$ cat src/rtl/gate_reduce_pipe.sv
// Two-stage valid/ready pipeline that reduces NUM_IN masked operand channels
// with a selectable bitwise gate (AND/OR/XOR, their complements, BUF, NOT).
module gate_reduce_pipe #(
    parameter int WIDTH  = 8,
    parameter int NUM_IN = 4
) (
    input  logic                    clk,
    input  logic                    rst,
    input  logic [NUM_IN*WIDTH-1:0] in_data,
    input  logic [NUM_IN-1:0]       in_mask,
    input  logic [2:0]              in_mode,
    input  logic                    in_valid,
    output logic                    in_ready,
    output logic [WIDTH-1:0]        out_data,
    output logic                    out_valid,
    input  logic                    out_ready,
    output logic [15:0]             out_count
);

    localparam logic [2:0] MODE_AND  = 3'd0;
    localparam logic [2:0] MODE_OR   = 3'd1;
    localparam logic [2:0] MODE_XOR  = 3'd2;
    localparam logic [2:0] MODE_NAND = 3'd3;
    localparam logic [2:0] MODE_NOR  = 3'd4;
    localparam logic [2:0] MODE_XNOR = 3'd5;
    localparam logic [2:0] MODE_BUF  = 3'd6;
    localparam logic [2:0] MODE_NOT  = 3'd7;

    // Masked channels already hold the identity value, so a plain fold is enough.
    function automatic logic [WIDTH-1:0] reduce_f(
        input logic [NUM_IN*WIDTH-1:0] ops,
        input logic [2:0]              mode
    );
        logic [WIDTH-1:0] v_and;
        logic [WIDTH-1:0] v_or;
        logic [WIDTH-1:0] v_xor;
        logic [WIDTH-1:0] res;
        v_and = {WIDTH{1'b1}};
        v_or  = {WIDTH{1'b0}};
        v_xor = {WIDTH{1'b0}};
        for (int k = 0; k < NUM_IN; k++) begin
            v_and = v_and & ops[k*WIDTH +: WIDTH];
            v_or  = v_or  | ops[k*WIDTH +: WIDTH];
            v_xor = v_xor ^ ops[k*WIDTH +: WIDTH];
        end
        case (mode)
            MODE_AND:  res = v_and;
            MODE_OR:   res = v_or;
            MODE_XOR:  res = v_xor;
            MODE_NAND: res = ~v_and;
            MODE_NOR:  res = ~v_or;
            MODE_XNOR: res = ~v_xor;
            MODE_BUF:  res = ops[WIDTH-1:0];
            MODE_NOT:  res = ~ops[WIDTH-1:0];
            default:   res = v_and;
        endcase
        return res;
    endfunction

    logic                    w_advance;
    logic [WIDTH-1:0]        w_fill;
    logic [NUM_IN*WIDTH-1:0] w_masked;

    logic                    r_s1_valid;
    logic [NUM_IN*WIDTH-1:0] r_s1_data;
    logic [2:0]              r_s1_mode;
    logic                    r_s2_valid;
    logic [WIDTH-1:0]        r_s2_data;
    logic [15:0]             r_count;

    assign w_advance = !r_s2_valid || out_ready;
    assign in_ready  = w_advance;
    assign out_valid = r_s2_valid;
    assign out_data  = r_s2_data;
    assign out_count = r_count;

    // Replace disabled channels with the identity of the selected gate.
    always_comb begin
        w_fill   = {WIDTH{1'b0}};
        w_masked = {(NUM_IN*WIDTH){1'b0}};
        case (in_mode)
            MODE_AND, MODE_NAND: w_fill = {WIDTH{1'b1}};
            default:             w_fill = {WIDTH{1'b0}};
        endcase
        for (int k = 0; k < NUM_IN; k++) begin
            if (in_mask[k]) begin
                w_masked[k*WIDTH +: WIDTH] = in_data[k*WIDTH +: WIDTH];
            end else begin
                w_masked[k*WIDTH +: WIDTH] = w_fill;
            end
        end
    end

    // Pipeline stages and delivery counter; both stages stall together.
    always_ff @(posedge clk) begin
        if (rst) begin
            r_s1_valid <= 1'b0;
            r_s1_data  <= {(NUM_IN*WIDTH){1'b0}};
            r_s1_mode  <= 3'd0;
            r_s2_valid <= 1'b0;
            r_s2_data  <= {WIDTH{1'b0}};
            r_count    <= 16'd0;
        end else begin
            if (w_advance) begin
                r_s1_valid <= in_valid;
                r_s1_data  <= w_masked;
                r_s1_mode  <= in_mode;
                r_s2_valid <= r_s1_valid;
                r_s2_data  <= reduce_f(r_s1_data, r_s1_mode);
            end
            if (r_s2_valid && out_ready) begin
                r_count <= r_count + 16'd1;
            end
        end
    end

endmodule

$ cat config.mk
export PLATFORM = sky130hd
export DESIGN_NAME = gate_reduce_pipe
export DESIGN_NICKNAME = d
export VERILOG_FILES = /design/src/rtl/gate_reduce_pipe.sv
export SDC_FILE = /design/constraint.sdc
export NUM_CORES = 1
export LEC_CHECK = 0
export ABC_CLOCK_PERIOD_IN_PS = 2900
export CORE_MARGIN = 8
export CORE_UTILIZATION = 56
export DETAILED_ROUTE_END_ITERATION = 10
export PLACE_DENSITY = 0.86
export SLEW_MARGIN = 20
export SYNTH_ARGS = -nofsm -noshare
export SYNTH_HDL_FRONTEND = slang
export SYNTH_SLANG_ARGS = --single-unit
$ cat constraint.sdc
create_clock -name clk -period 2.9 [get_ports clk]
set_input_delay 0.29 -clock clk [delete_from_list [all_inputs] [get_ports clk]]
set_output_delay 0.29 -clock clk [all_outputs]
set_load 0.02 [all_outputs]
==> metrics.md <==
| Metric | Value |
|---|---|
| Outcome | `finished clean` |
| Count of flip-flops with a built-in enable after synthesis | `0` |
| Setup tns final | `0 ns` |
| Critical path type | `flip-flop to flip-flop` |
| Met2 Wirelength | `4.71 mm` |
| Number of cells traversed by the worst hold path | `2` |
| Netlist cell types | `43` |
| Largest area contributor in the netlist | `sky130_fd_sc_hd__dfxtp_1` |
| Met1 wire length | `3.68 mm` |
| Fill cell count | `around 480` |
| Grt total ovfl | `0` |
| MaxCap Viol Count | `0` |
| Setup slack at placement | `0.750 ns` |
| Multiplexer fraction of the synthesized cell area | `0.00320` |
| Routed vias | `3,235` |
| Hold bufs inserted after CTS | `0` |
| Clock insertion delay at the later pin of the skew report | `0.33 ns` |
| Top metal layer carrying routed signals | `met4` |
| Netlist area before placement | `3520 sq um` |
| I/O Buffers | `a little under 70` |
| Ports | `69` |
| Crit path arrival time | `2.21 ns` |
| Clock transition time at the flip-flop clock pins of the worst setup and hold paths | `0.06 ns` |
| Peak supply drop | `278 uV` |
| Count of standard-cell rows | `29` |
| CTS H-tree lvls | `3` |
| Via count of the first global-routing pass | `between 3,000 and 4,000` |
| Logic depth of the worst register-to-register path | `5` |
| Commonest cells post-synth | `61 x sky130_fd_sc_hd__dfxtp_1, 48 x sky130_fd_sc_hd__a21oi_1, 39 x sky130_fd_sc_hd__nor2_1, 31 x sky130_fd_sc_hd__a211oi_1, 24 x sky130_fd_sc_hd__clkbuf_1` |
| Most used DFF post-synth | `sky130_fd_sc_hd__dfxtp_1` |
| Root Buffer Master | `sky130_fd_sc_hd__clkbuf_8` |
| Fraction of the mapped netlist area in compound gates | `0.252` |
| CTS tree | `built` |
| Layout cells sized above 1 | `0.0786` |
| Adder-Cell Fraction of Synth Area | `0.0604` |
| Number of CTS-inserted buffers | `9` |
| Final-stage net count | `just over 500` |
| Simple-gate share of the synthesized area | `0.197` |
| Post-synthesis average cell area | `between 8 and 9 sq um` |
| Final critical-path share of the clock period | `0.697` |
| Leakage power figure | `0.00167 uW` |
| Number of detailed-route iterations in the first pass | `4` |
| Area share of xor/xnor cells in the synthesized design | `0.0796` |
| Worst endpoint required time | `3.09 ns` |
| Top area cells in the synthesized netlist | `sky130_fd_sc_hd__dfxtp_1 35%, sky130_fd_sc_hd__a21oi_1 6.8%, sky130_fd_sc_hd__a211oi_1 6.6%` |
| Postcts setup bufs | `0` |
| Category of the worst setup path capture point | `flip-flop` |
| Actual transition at the worst max-transition pin | `0.750 ns` |
| Iter 0 DRT Violations | `192` |
| Via density | `6.05` |
| Chip Height | `approximately 95 microns` |
| Floorplan die area | `9080 sq um` |
| Final min period | `2.02 ns` |
| Count of clock tree sinks | `61` |
| RePlAce Congestion | `a little under 0.9` |
| Element type at the critical path start | `flip-flop` |
| Chip Width | `95.3 microns` |
| Final antenna diode count | `0` |
| Synthesis warning total | `0` |
| Post-cts sizing count | `0` |
| Setup repair after global routing missed its margin | `false` |
| Area share of the leading cell type in the synthesized netlist | `0.347` |
| Initial antenna violation count | `0` |
| Achievable Freq | `around 0.5 GHz` |
| Layout-stage area growth over the synthesis result | `24.5%` |
| Relative max-transition margin | `0.500` |
| Net count after synthesis | `roughly 460` |
| Post-detail-place hpwl | `6.60 mm` |
| Setup violations, final | `0` |
| Antenna-violating nets left | `0` |
| Gate Count Post-Synth | `403` |
| Total Routing Usage GR | `0.210` |
| Largest net degree at the start of global routing | `62` |
| Number of hold-slack violations in the final timing report | `0` |
| Most common cell in the netlist | `sky130_fd_sc_hd__dfxtp_1` |
| Area of the core | `6200 sq um` |
| Initial core utilization | `0.568` |
| Deepest clock path buffer count | `2` |
| DRC viols | `0` |
| PD cells | `467 nW/um^2` |
| WL met3 | `~660 microns` |
| Post-synthesis sequential area ratio | `0.347` |
| Yosys reg bits | `61` |
| Total length of routed wires | `just over 9 mm` |
| DR WL/cell | `17.3 microns` |
| Final setup slack of the worst path | `0.878 ns` |
| FFs w/ async S/R, synth | `0` |
| Classification of the worst-slack hold path | `flip-flop to flip-flop` |
| Highest net fanout along the worst path | `20` |
| Largest family of logic cells by synthesized area | `compound AO/OA/AOI/OAI gates` |
| Count of final max-slew check failures | `0` |
| Max Clock Skew | `0.00464 ns` |
| First-pass GRT wire length | `about 15 mm` |
-- logic make-up after synthesis --
group	after synthesis
XOR/XNOR	20
multiplexers	1
buffers and inverters	54
AND/OR/NAND/NOR	118
AO/OA/AOI/OAI	132
flip-flops	61
adder cells (fa/ha/maj)	17
-- through the flow --
stage	hold WS [ns]	power (uW)	instances	cell area [sq um]	utilization
after floorplan	0.430	1220	403	3520	-
after global placement	0.441	1360	520	4210	0.678
after detailed placement	0.449	1380	520	4210	0.678
after CTS	0.458	2060	535	4380	0.707
after global routing	0.489	2130	535	4380	0.707
final	0.459	2050	535	4380	0.707
-- routing by layer --
layer | GRT usage | vias to the layer above
met5 | 0 | -
met4 | 0.120 | 0
met3 | 0.0465 | 16
met2 | 0.365 | 102
met1 | 0.232 | 1534
li1 | - | 1583
-- final cells by class --
class,count,area (sq um),area share
clock inverters,1,5.00,0.00114
flip-flops and latches,61,1220,0.279
clock buffers,14,173,0.0394
multi-input cells,288,2090,0.477
well taps,77,96.3,0.0220
repair buffers,74,721,0.164
inverters,20,75.1,0.0171
-- worst max-delay path: stages (launching register included) --
cell                       delay [ns]
sky130_fd_sc_hd__dfxtp_1         0.73
sky130_fd_sc_hd__buf_4           0.33
sky130_fd_sc_hd__and4b_1         0.24
sky130_fd_sc_hd__a21o_1          0.15
sky130_fd_sc_hd__a221oi_1        0.30
sky130_fd_sc_hd__a211oi_1        0.11
-- layout by cell type, fill, tap and decap left out, drive strengths merged, types with 4 or more instances in the layout --
master         Yosys  layout
a21oi             48      48
nand3b             7       7
xnor2             10      10
and4b              7       7
buf               10       7
nor4               4       4
nand2             15      15
nor3b              8       8
a21bo              7       7
clkdlybuf4s50      0      67
ha                17      17
a211oi            31      31
nor2              39      39
dfxtp             61      61
inv               20      20
o21ai             12      12
nor4b              8       8
a21o               7       7
nand3              6       6
nand4              4       4
clkbuf            24      14
or3                9       9
a221oi            23      23
xor3               7       7
-- worst paths after layout --
path | start | end | slack, ns
hold / removal | r_s1_valid$_SDFFE_PP0P_ | r_s1_valid$_SDFFE_PP0P_ | 0.46
setup / recovery | r_s1_mode[2]$_SDFFE_PP0P_ | out_data[2]$_SDFFE_PP0P_ | 0.88
hold reg to reg | r_s1_valid$_SDFFE_PP0P_ | r_s1_valid$_SDFFE_PP0P_ | 0.46
setup reg to reg | r_s1_mode[2]$_SDFFE_PP0P_ | out_data[2]$_SDFFE_PP0P_ | 0.88
-- sequential cells by signal, summed over array words and instances (netlist names) --
| signal | flops |
|---|---|
| r_s1_valid | 1 |
| r_s1_data | 32 |
| out_count | 16 |
| r_s1_mode | 3 |
| out_valid | 1 |
| out_data | 8 |
-- where the power goes --
part | switching, uW | internal (uW)
Combinational | 187 | 225
Sequential | 60.5 | 890
Clock | 308 | 375
(Power assumes the default switching activity.)
==> RTL edit (same settings) <==
The parameter `NUM_IN` goes from 4 to 2.
--- a/src/rtl/gate_reduce_pipe.sv
+++ b/src/rtl/gate_reduce_pipe.sv
@@ -3,5 +3,5 @@
 module gate_reduce_pipe #(
     parameter int WIDTH  = 8,
-    parameter int NUM_IN = 4
+    parameter int NUM_IN = 2
 ) (
     input  logic                    clk,
Ports: changed (resized in_data and in_mask); port bits go from 69 to 51. No check against the original RTL was run, so the function may have changed too.
==> RTL edit against the original RTL <==
  * Combinational power decreased by 32%
  * Cell area decreased by 29%
  * Count of clock-buffer cells in the layout shrank 7
  * Routed wire length shrank 31%
  * Utilization rose by 1.8 points
  * Setup slack worse by 320 ps
  * Sequential cell count shrank 16
  * Synthesized area decreased by 29%
  * Total power decreased by 34%
==> RTL edit: results (changes against the original RTL) <==
kind of cell adding the most delay to the critical path: buffers and inverters
Reg2Reg Setup Slack: 980 ps (+100 ps)
post-synthesis net count: 344 (-26%)
count of buffers from port buffering: 50 (-26%)
cell with the largest stage delay on the worst path: clkdlybuf4s50_1
DR vias/cell: 5.99 (-0.94%)
per-instance average area after synthesis: 8.30 sq um (-5.0%)
top cells by instance count after synthesis: dfxtp_1 (45), nor2_1 (34), nand2_1 (30)
total clock buffers created by CTS: 5 (-4)
count of different cell masters after synthesis: 39 (-9.3%)
run status: finished, final reports clean
transition time at the pin with the least slew margin: 717 ps (-32.9 ps)
Via Count: 2378 (-26%)
Met2 Routed Length: 3260 um (-31%)
number of inserted filler cells in the final layout: 347 (-27%)
CP max FO: 23 (+15%)
maximum number of pins on one net before global-route repair: 36 (-42%)
first-iteration detailed-routing DRC count: 144 (-25%)
Overall Global Routing Usage: 18.5% (-2.6 points)
leading cell types by total area after synthesis: dfxtp_1 (36%), ha_1 (8.5%), a221oi_1 (5.6%)
CP Launch Point: out_ready
drt total wl: 6400 um (-31%)
clock tree skew after final layout: 7.20 ps (+2.56 ps)
post-route worst setup slack: 562 ps (-316 ps)
post-placement worst setup slack: 561 ps (-189 ps)
Layout Nets: 387 (-25%)
wire length of the first global-routing pass: 11000 um (-27%)
detailed-route wire length on metal 1: 2640 um (-28%)
global placement routability congestion: 0.806 (-8.9%)
DP HPWL: 4670 um (-29%)
maximum single-stage delay on the critical path: 630 ps (-100 ps)
worst r2r path cells: 4 (-1)
Max IR drop VDD: 0.236 mV (-15%)
clk_lat worst skew: 290 ps (-40 ps)
RTL edit: cell count changes in the layout (fill, tap and decap cells not counted), sizes merged, moves of 9 or more:
cell and delta:
dfxtp -16, a21oi -23, o32ai +11, nand2 +17, clkdlybuf4s50 -17, o21ai -9
xnor2 -10, a211oi -30
RTL edit: report_power, final:
part / internal, mW / switching, mW
Clock: 0.189 / 0.194
Sequential: 0.652 / 0.0309
Combinational: 0.136 / 0.145
RTL edit: kinds of logic after synthesis:
logic type,synth area share [%]
DFF,35.9
xor gates and xnor gates,3.49
AOI/OAI and AO/OA,20.6
and+or+nand+nor,21.0
muxes,3.64
buffers and inverters,6.94
adders and majority gates,8.48
RTL edit: metrics by stage:
step           area [sq um]  total power, mW
5_1_grt                3130             1.41
2_1_floorplan          2510            0.865
6_report               3130             1.35
3_5_place_dp           3050            0.977
4_1_cts                3130             1.35
3_3_place_gp           3050            0.965
RTL edit: final cells by class:
type / instances / area [sq um] / area share [%]
Multi-Input combinational cell: 214 / 1430 / 45.7
Sequential cell: 45 / 901 / 28.8
Timing Repair Buffer: 57 / 566 / 18.1
Clock buffer: 7 / 86.3 / 2.76
Inverter: 22 / 82.6 / 2.64
Tap cell: 52 / 65.1 / 2.08
RTL edit: worst reg2reg max path: stages (launching register included):
cell and delay, ps:
dfxtp_1 790, nand2b_1 380, nor2_1 170, o32ai_1 100, o41ai_1 360
RTL edit: worst min path at each step:
| stage | start | end | slack, ps |
|---|---|---|---|
| 2_1_floorplan | in_mode[0] | r_s1_mode[0] | 430 |
| 3_3_place_gp | r_s1_valid | r_s1_valid | 450 |
| 3_5_place_dp | r_s1_valid | r_s1_valid | 470 |
| 4_1_cts | r_s1_valid | r_s1_valid | 480 |
| 5_1_grt | r_s1_valid | r_s1_valid | 510 |
| 6_report | r_s1_valid | r_s1_valid | 470 |
RTL edit: per-layer routing:
metal / global-route usage [%] / up-vias
li1: - / 1171
met1: 20.9 / 1122
met2: 32.8 / 75
met3: 4.30 / 10
met4: 6.23 / 0
met5: 0 / -
